$ cat config.mk
export PLATFORM = sky130hd
export DESIGN_NAME = multicycle_control_flat
export DESIGN_NICKNAME = d
export VERILOG_FILES = /design/src/rtl/multicycle_control_if.sv /design/src/rtl/multicycle_control.sv /design/src/flat_wrapper.sv
export SDC_FILE = /design/constraint.sdc
export NUM_CORES = 1
export LEC_CHECK = 0
export ABC_CLOCK_PERIOD_IN_PS = 1800
export CAP_MARGIN = 20
export CORE_MARGIN = 2
export CORE_UTILIZATION = 36
export DETAILED_ROUTE_END_ITERATION = 12
export PLACE_DENSITY = 0.85
export SETUP_SLACK_MARGIN = 0.4
export SLEW_MARGIN = 20
export SYNTH_ARGS = -nofsm -noshare
export SYNTH_HDL_FRONTEND = slang
export SYNTH_SLANG_ARGS = --single-unit
$ cat constraint.sdc
create_clock -name clk -period 1.8 [get_ports clk]
set_input_delay 0.36 -clock clk [delete_from_list [all_inputs] [get_ports clk]]
set_output_delay 0.36 -clock clk [all_outputs]
set_load 0.01 [all_outputs]
$ cat src/rtl/multicycle_control_if.sv
// Control bundle between the multicycle FSM and the datapath/memory.
// master = controller side, slave = datapath side.
interface multicycle_control_if;
  logic [5:0] opcode;
  logic       memReady;
  logic       pcWrite;
  logic       pcWriteCond;
  logic       iorD;
  logic       memRead;
  logic       memWrite;
  logic       irWrite;
  logic       memToReg;
  logic       regDst;
  logic       regWrite;
  logic       aluSrcA;
  logic [1:0] aluSrcB;
  logic [1:0] opAlu;
  logic [1:0] pcSource;
  logic       instrDone;
  logic       illegalOp;
  logic [3:0] state;

  modport master (
    input  opcode, memReady,
    output pcWrite, pcWriteCond, iorD, memRead, memWrite,
    output irWrite, memToReg, regDst, regWrite, aluSrcA,
    output aluSrcB, opAlu, pcSource, instrDone, illegalOp,
    output state
  );

  modport slave (
    output opcode, memReady,
    input  pcWrite, pcWriteCond, iorD, memRead, memWrite,
    input  irWrite, memToReg, regDst, regWrite, aluSrcA,
    input  aluSrcB, opAlu, pcSource, instrDone, illegalOp,
    input  state
  );
endinterface

$ cat src/rtl/multicycle_control.sv
// Main control FSM for the multicycle MIPS datapath.
// Moore outputs from state; FETCH enables gated by memReady.
module multicycle_control #(
  parameter logic [5:0] OP_RTYPE = 6'b000000,
  parameter logic [5:0] OP_LW    = 6'b100011,
  parameter logic [5:0] OP_SW    = 6'b101011,
  parameter logic [5:0] OP_BEQ   = 6'b000100,
  parameter logic [5:0] OP_J     = 6'b000010
) (
  input  logic                 clk,
  input  logic                 rst_n,
  multicycle_control_if.master bus
);

  typedef enum logic [3:0] {
    S_FETCH   = 4'd0,
    S_DECODE  = 4'd1,
    S_MEMADR  = 4'd2,
    S_MEMRD   = 4'd3,
    S_MEMWB   = 4'd4,
    S_MEMWR   = 4'd5,
    S_EXEC    = 4'd6,
    S_RCOMP   = 4'd7,
    S_BRANCH  = 4'd8,
    S_JUMP    = 4'd9,
    S_ILLEGAL = 4'd10
  } state_e;

  state_e state_q, state_d;

  always_ff @(posedge clk or negedge rst_n) begin
    if (!rst_n) state_q <= S_FETCH;
    else        state_q <= state_d;
  end

  always_comb begin
    state_d         = state_q;
    bus.pcWrite     = 1'b0;
    bus.pcWriteCond = 1'b0;
    bus.iorD        = 1'b0;
    bus.memRead     = 1'b0;
    bus.memWrite    = 1'b0;
    bus.irWrite     = 1'b0;
    bus.memToReg    = 1'b0;
    bus.regDst      = 1'b0;
    bus.regWrite    = 1'b0;
    bus.aluSrcA     = 1'b0;
    bus.aluSrcB     = 2'b00;
    bus.opAlu       = 2'b00;
    bus.pcSource    = 2'b00;
    bus.instrDone   = 1'b0;
    bus.illegalOp   = 1'b0;
    bus.state       = state_q;
    case (state_q)
      S_FETCH: begin
        bus.memRead = 1'b1;
        bus.aluSrcB = 2'b01;
        bus.irWrite = bus.memReady;
        bus.pcWrite = bus.memReady;
        if (bus.memReady) state_d = S_DECODE;
      end
      S_DECODE: begin
        bus.aluSrcB = 2'b11;
        unique case (bus.opcode)
          OP_LW, OP_SW: state_d = S_MEMADR;
          OP_RTYPE:     state_d = S_EXEC;
          OP_BEQ:       state_d = S_BRANCH;
          OP_J:         state_d = S_JUMP;
          default:      state_d = S_ILLEGAL;
        endcase
      end
      S_MEMADR: begin
        bus.aluSrcA = 1'b1;
        bus.aluSrcB = 2'b10;
        state_d = (bus.opcode == OP_LW) ? S_MEMRD : S_MEMWR;
      end
      S_MEMRD: begin
        bus.memRead = 1'b1;
        bus.iorD    = 1'b1;
        if (bus.memReady) state_d = S_MEMWB;
      end
      S_MEMWB: begin
        bus.regWrite  = 1'b1;
        bus.memToReg  = 1'b1;
        bus.instrDone = 1'b1;
        state_d = S_FETCH;
      end
      S_MEMWR: begin
        bus.memWrite  = 1'b1;
        bus.iorD      = 1'b1;
        bus.instrDone = bus.memReady;
        if (bus.memReady) state_d = S_FETCH;
      end
      S_EXEC: begin
        bus.aluSrcA = 1'b1;
        bus.opAlu   = 2'b10;
        state_d = S_RCOMP;
      end
      S_RCOMP: begin
        bus.regWrite  = 1'b1;
        bus.regDst    = 1'b1;
        bus.instrDone = 1'b1;
        state_d = S_FETCH;
      end
      S_BRANCH: begin
        bus.aluSrcA     = 1'b1;
        bus.opAlu       = 2'b01;
        bus.pcWriteCond = 1'b1;
        bus.pcSource    = 2'b01;
        bus.instrDone   = 1'b1;
        state_d = S_FETCH;
      end
      S_JUMP: begin
        bus.pcWrite   = 1'b1;
        bus.pcSource  = 2'b10;
        bus.instrDone = 1'b1;
        state_d = S_FETCH;
      end
      S_ILLEGAL: begin
        bus.illegalOp = 1'b1;
        state_d = S_FETCH;
      end
      default: state_d = S_FETCH;
    endcase
    // No request may leave the block while reset is held
    if (!rst_n) begin
      bus.pcWrite     = 1'b0;
      bus.iorD        = 1'b0;
      bus.memRead     = 1'b0;
      bus.irWrite     = 1'b0;
      bus.aluSrcB     = 2'b00;
      bus.pcWriteCond = 1'b0;
      bus.memWrite    = 1'b0;
      bus.memToReg    = 1'b0;
      bus.regDst      = 1'b0;
      bus.regWrite    = 1'b0;
      bus.aluSrcA     = 1'b0;
      bus.opAlu       = 2'b00;
      bus.pcSource    = 2'b00;
      bus.instrDone   = 1'b0;
      bus.illegalOp   = 1'b0;
      bus.state       = 4'd0;
    end
  end

endmodule
$ cat src/flat_wrapper.sv
// flat-port wrapper written by rule: the top's interface ports become plain ports
module multicycle_control_flat 
#(
  parameter logic [5:0] OP_RTYPE = 6'b000000,
  parameter logic [5:0] OP_LW    = 6'b100011,
  parameter logic [5:0] OP_SW    = 6'b101011,
  parameter logic [5:0] OP_BEQ   = 6'b000100,
  parameter logic [5:0] OP_J     = 6'b000010
)
  (clk, rst_n, bus_opcode, bus_memReady, bus_pcWrite, bus_pcWriteCond, bus_iorD, bus_memRead, bus_memWrite, bus_irWrite, bus_memToReg, bus_regDst, bus_regWrite, bus_aluSrcA, bus_aluSrcB, bus_opAlu, bus_pcSource, bus_instrDone, bus_illegalOp, bus_state);
  multicycle_control_if bus_i ();
  input  logic clk;
  input  logic rst_n;
  input wire logic [$bits(bus_i.opcode)-1:0] bus_opcode;
  input wire logic [$bits(bus_i.memReady)-1:0] bus_memReady;
  output wire logic [$bits(bus_i.pcWrite)-1:0] bus_pcWrite;
  output wire logic [$bits(bus_i.pcWriteCond)-1:0] bus_pcWriteCond;
  output wire logic [$bits(bus_i.iorD)-1:0] bus_iorD;
  output wire logic [$bits(bus_i.memRead)-1:0] bus_memRead;
  output wire logic [$bits(bus_i.memWrite)-1:0] bus_memWrite;
  output wire logic [$bits(bus_i.irWrite)-1:0] bus_irWrite;
  output wire logic [$bits(bus_i.memToReg)-1:0] bus_memToReg;
  output wire logic [$bits(bus_i.regDst)-1:0] bus_regDst;
  output wire logic [$bits(bus_i.regWrite)-1:0] bus_regWrite;
  output wire logic [$bits(bus_i.aluSrcA)-1:0] bus_aluSrcA;
  output wire logic [$bits(bus_i.aluSrcB)-1:0] bus_aluSrcB;
  output wire logic [$bits(bus_i.opAlu)-1:0] bus_opAlu;
  output wire logic [$bits(bus_i.pcSource)-1:0] bus_pcSource;
  output wire logic [$bits(bus_i.instrDone)-1:0] bus_instrDone;
  output wire logic [$bits(bus_i.illegalOp)-1:0] bus_illegalOp;
  output wire logic [$bits(bus_i.state)-1:0] bus_state;
  assign bus_i.opcode = bus_opcode;
  assign bus_i.memReady = bus_memReady;
  assign bus_pcWrite = bus_i.pcWrite;
  assign bus_pcWriteCond = bus_i.pcWriteCond;
  assign bus_iorD = bus_i.iorD;
  assign bus_memRead = bus_i.memRead;
  assign bus_memWrite = bus_i.memWrite;
  assign bus_irWrite = bus_i.irWrite;
  assign bus_memToReg = bus_i.memToReg;
  assign bus_regDst = bus_i.regDst;
  assign bus_regWrite = bus_i.regWrite;
  assign bus_aluSrcA = bus_i.aluSrcA;
  assign bus_aluSrcB = bus_i.aluSrcB;
  assign bus_opAlu = bus_i.opAlu;
  assign bus_pcSource = bus_i.pcSource;
  assign bus_instrDone = bus_i.instrDone;
  assign bus_illegalOp = bus_i.illegalOp;
  assign bus_state = bus_i.state;
  multicycle_control #(.OP_RTYPE(OP_RTYPE), .OP_LW(OP_LW), .OP_SW(OP_SW), .OP_BEQ(OP_BEQ), .OP_J(OP_J)) u_core (.clk(clk), .rst_n(rst_n), .bus(bus_i));
endmodule
==> impl_summary.md, run 1 <==
Clock tree
The H-tree level count is 1. Buffers inserted during clock tree synthesis total 3. The clock sink total is 4.

In this run the clock root is driven by a clkbuf_4. The clock passes through at most 2 buffers.

Yosys
The netlist uses 37 different library cells. After synthesis, the mean cell area works out to 7.20 um^2. When the netlist entered floorplanning its net count stood at 83. For this run, the leading register cell type out of synthesis is dfrtp_1. In this run the cell area of the synthesized design comes to 533 um^2. The synthesized design contains 0 enable-type register cells. The gate count after technology mapping is 74.

The commonest cells after synthesis are nor2_1 (11), nand2_1 (6), nor3_1 (5). During synthesis, Yosys emitted a total of 0 warnings. The fraction of registers with async set/reset is 100%. The most instantiated library cell after synthesis is nor2_1. The sequential cell area fraction in the yosys report is 18.8%. The synthesized design contains 4 register bits. By area the synthesized netlist is led by dfrtp_1 (19%), nor2_1 (7.7%), and2_1 (4.7%), nor3_1 (4.7%), nand2_1 (4.2%). dfrtp_1 takes more of the synthesized area than any other cell. Of the post-synthesis cell area, the dominant cell type holds 18.8%.

Place
The placed instances occupy a cell area of 0.00103 mm^2. OpenSTA, run right after detailed placement, puts the worst setup slack at -0.620 ns. Counting tap cells, the placed design contains a total of 136 instances. The HPWL after detailed placement is 1.54 mm. The number of buffers inserted by port buffering is 30. The final estimated routing congestion in global placement is 0.912.

Floorplan
The top-level I/O count is 31. Measured along the y axis, the die boundary spans 42.5 um. The chip width is 42.5 um. The initial utilization of the core area, before any placement, comes to 39.5%. The floorplan row count is 13.

Outcome
The tool reported: "[ERROR DPL-0038] Utilization greater than 100%, impossible to legalize". The flow did not finish. The stage where the run came to a stop is 5_1_grt.

Timing
After the last repair the worst path ends at a top-level output. The worst endpoint from the post-global-route timing repair is bus_irWrite.

Global routing
Entering global routing, the biggest net connects 8 pins.
[cell families after synthesis]
| logic type | after synthesis | share of synthesized area, % |
|---|---|---|
| and+or+nand+nor | 42 | 44.8 |
| AOI/OAI and AO/OA | 15 | 21.1 |
| buffers and inverters | 10 | 10.1 |
| DFF | 4 | 18.8 |
| xor gates and xnor gates | 2 | 3.29 |
| muxes | 1 | 1.88 |
[repair_timing]
item	in CTS
pin swaps	16
endpoints found under the setup margin	26
resized for setup	125
buffers inserted	8
hold buffers	0
[stage by stage]
| stage | TNS [ns] | hold slack [ns] |
|---|---|---|
| 3_5_place_dp | -8.51 | 0.657 |
| 2_1_floorplan | 0 | 0.0644 |
| 4_1_cts | 0 | 0.137 |
| 3_3_place_gp | -8.22 | 0.627 |
==> inputs of run 2 (changes only) <==
--- a/config.mk
+++ b/config.mk
@@ -7,11 +7,10 @@
 export LEC_CHECK = 0
 export ABC_CLOCK_PERIOD_IN_PS = 1800
 export CAP_MARGIN = 20
-export CORE_MARGIN = 2
-export CORE_UTILIZATION = 36
+export CORE_AREA = 2 2 63 65
 export DETAILED_ROUTE_END_ITERATION = 12
-export PLACE_DENSITY = 0.85
-export SETUP_SLACK_MARGIN = 0.4
+export DIE_AREA = 0 0 65 67
+export PLACE_DENSITY_LB_ADDON = 0.15
 export SLEW_MARGIN = 20
 export SYNTH_ARGS = -nofsm -noshare
 export SYNTH_HDL_FRONTEND = slang
==> impl_summary.md, run 2 <==
Timing
Between clock sinks in the finished design, the worst skew comes to 0.00131 ns. Setup violations remaining at the end of the flow were counted as 0. Of the available clock period, the critical path in the final layout requires 98.8%. Summed over all failing endpoints, the final setup total negative slack is 0 ns.

Setup repair after global routing could not meet its margin everywhere. The relative slew slack is 74.2%. The worst path needs 1.78 ns of the cycle, external delays included. The final max-slew violation count is 0. The number of hold-slack violations in the final timing report is 0. The worst hold-check slack is 0.204 ns.

The actual slew at the worst max-slew pin is 0.377 ns. The achievable frequency is 0.563 GHz.

Clock tree
The cell at the root of the clock tree was clkbuf_8 (was clkbuf_4). The number of buffers on the longest clock path is 2 (unchanged). The CTS tree is yes. The H-tree level count is 1 (unchanged).

The CTS buffer count was 3 (unchanged). The clock sink total is 4 (unchanged). The clock latency at the later pin of the worst-skew pair is 0.21 ns. The clock slew at the register clock pins of the worst setup and hold paths is 0.03 ns.

Global routing
The via count of the first global-routing pass is 701. The aggregate global routing overflow is 0. The initial antenna violation count came to 0.

Entering global routing, the biggest net connects 12 pins. The first global-routing pass estimated 3.16 mm of wire. Global routing consumed, over all layers together, 9.48% of the routing resources.

Place
The post-placement cell count is 170 (was 136). The number of buffers inserted by port buffering is 30 (unchanged). The post-place instance area came to 0.00104 mm^2 (was 0.00103 mm^2).

The final estimated routing congestion in global placement was 0.744 (was 0.912). The HPWL after detailed placement was 1.51 mm (was 1.54 mm).

Floorplan
The die span in y was 67 um (was 42.5 um). The top-level I/O count is 31 (unchanged). The floorplan row count is 22 (was 13). The die covers 0.00436 mm^2. The floorplan step defined a core boundary enclosing 0.00361 mm^2.

The starting density of the core is 14.8% (was 39.5%). The chip width is 65 um (was 42.5 um).

Critical path
The critical path is of the flop to output pin type. The critical path starts at u_core.state_q[3]. The largest fanout of any net on the critical path is 6.

The nature of the critical path startpoint is a flop. The required time of the worst setup path is 1.44 ns. The end of the worst register-to-register path is u_core.state_q[2]. Following the worst setup path forward leads to its endpoint at bus_instrDone. The beginning of the worst register-to-register path is u_core.state_q[1]. Data arrives at the worst endpoint at 1.42 ns. In this run the register-to-register setup slack is 0.36 ns.

The worst register-to-register path has a depth of 5. STA classifies the critical path endpoint as an output pin.

Layout
In the layout the commonest cells are buf_4 (27), dlygate4sd2_1 (13), nor2_1 (11). The layout has 406 filler cells. In the final layout, the share of cells above drive strength 1 is 42.0%.

In the final layout, the registers with the most flip-flops are u_core.state_q x4. The area overhead of the layout relative to synthesis is 112%. The commonest non-fill, non-tap cell in the layout is buf_4. The area of all placed cells without fillers is 0.00113 mm^2. The register with the most flip-flops in the final layout is u_core.state_q. Leaving out filler cells and counting taps, the final layout contains 179. The total inserted antenna cells is 0. At the end of the flow, the number of nets in the layout was 142.

The number of flip-flops in the largest register is 4.

Yosys
The number of distinct library cells after synthesis was 37 (unchanged). The gate count after technology mapping is 74 (unchanged). The mapped cell area came to 533 um^2 (unchanged). The total number of yosys warnings is 0 (unchanged).

Cell types occupying the most area after synthesis: dfrtp_1 (19%), nor2_1 (7.7%), and2_1 (4.7%), nor3_1 (4.7%), nand2_1 (4.2%) (unchanged). The leading register cell type out of synthesis is dfrtp_1 (unchanged). The most instantiated library cell after synthesis is nor2_1 (unchanged). The mean post-synth cell area is 7.20 um^2 (unchanged). The fraction of registers with async set/reset was 100% (unchanged). The most area-hungry cell type in the Yosys netlist is dfrtp_1 (unchanged). The number of nets in the synthesized netlist is 83 (unchanged). The flip-flop and latch count after synthesis is 4 (unchanged). The number of enable flip-flop cells after synthesis was 0 (unchanged). The sequential cell area fraction in the yosys report came to 18.8% (unchanged). Top cell types by occurrence after synthesis: nor2_1 (11), nand2_1 (6), nor3_1 (5) (unchanged).

The area fraction of the dominant cell type after synthesis was 18.8% (unchanged).

Drt
The detailed-route wire length per cell is 10.8 um. The final route contains 747 vias. The count of antenna-violating nets left after detailed routing is 0.

After the first detailed-routing iteration, the DRC count stood at 17. The detailed-routing iteration count for the pre-antenna-repair pass is 4. The routed design has 1.93 mm of wire. After detailed routing, the number of remaining DRC violations is 0.

Dividing the detail-routed via count by the number of cells gives 4.17.

Power and ir drop
In this run the static leakage power is 0.000559 uW. The total design power is 1360 uW. For this design the ratio of total power to cell area is 1210 mW/mm^2.

The maximum vdd drop is 0.268 mV.

Hold path
The min-delay analysis places its worst path in the category input port to asynchronous set/reset pin.

Run
The number of maximum-capacitance constraint violations is 0.

Outcome
Result of the run: complete, no violations (was stopped before the end).
run 2: cell counts after synthesis:
Identical to the previous run, type by type.
run 2: worst min path at each step:
| stage | endpoint | slack, ns | depth (start not counted) |
|---|---|---|---|
| finish | u_core.state_q[1] | 0.20 | 2 |
| floorplan | u_core.state_q[0] | 0.06 | 0 |
| global placement | u_core.state_q[3] | 0.63 | 2 |
| global route | u_core.state_q[0] | 0.22 | 2 |
| CTS | u_core.state_q[0] | 0.22 | 2 |
| detailed placement | u_core.state_q[3] | 0.63 | 2 |
run 2: logic make-up after synthesis:
| kind of cell | count (synthesis) | synth area share, % |
|---|---|---|
| and+or+nand+nor | 42 | 44.8 |
| AOI/OAI and AO/OA | 15 | 21.1 |
| buffers and inverters | 10 | 10.1 |
| DFF | 4 | 18.8 |
| xor gates and xnor gates | 2 | 3.29 |
| muxes | 1 | 1.88 |
run 2: repair_timing:
item	4_1_cts	5_1_grt
setup endpoints to repair	22	16
pin swaps	2	3
hold buffers	0	0
setup buffers	4	2
resized for setup	37	18
cloned	0	0
run 2: report_power, final:
| group | switching [uW] | internal [uW] |
|---|---|---|
| Sequential | 51.0 | 131 |
| Combinational | 461 | 531 |
| Clock | 43.6 | 142 |
run 2: stage by stage:
| stage | setup slack (ns) | util [%] |
|---|---|---|
| 6_report | 0.0222 | 31.3 |
| 3_3_place_gp | -0.590 | 28.8 |
| 2_1_floorplan | 0.199 | - |
| 3_5_place_dp | -0.606 | 28.8 |
| 5_1_grt | -0.0654 | 31.3 |
| 4_1_cts | -0.139 | 30.4 |
run 2: area by class of cell:
type | count | area, um^2 | share of cell area, %
timing repair buffer | 61 | 510 | 45.3
multi-input combinational | 60 | 402 | 35.6
tap | 48 | 60.1 | 5.33
clock buffer | 3 | 41.3 | 3.66
sequential | 4 | 103 | 9.10
inverter | 3 | 11.3 | 0.999
run 2: critical path, cell delays in order (launching register included):
cell and delay (ns):
dfrtp_2 0.44, buf_6 0.13, a211o_1 0.24, a21oi_2 0.14, o21a_1 0.13, buf_2 0.13
run 2: per-layer routing:
layer  GRT usage (%)  part of all wire [%]
met5               0                     0
met4            5.59                  0.98
met3            1.18                   3.6
met2            16.4                    52
met1            11.2                    44
Note: power is estimated with default switching activity, not from simulation.
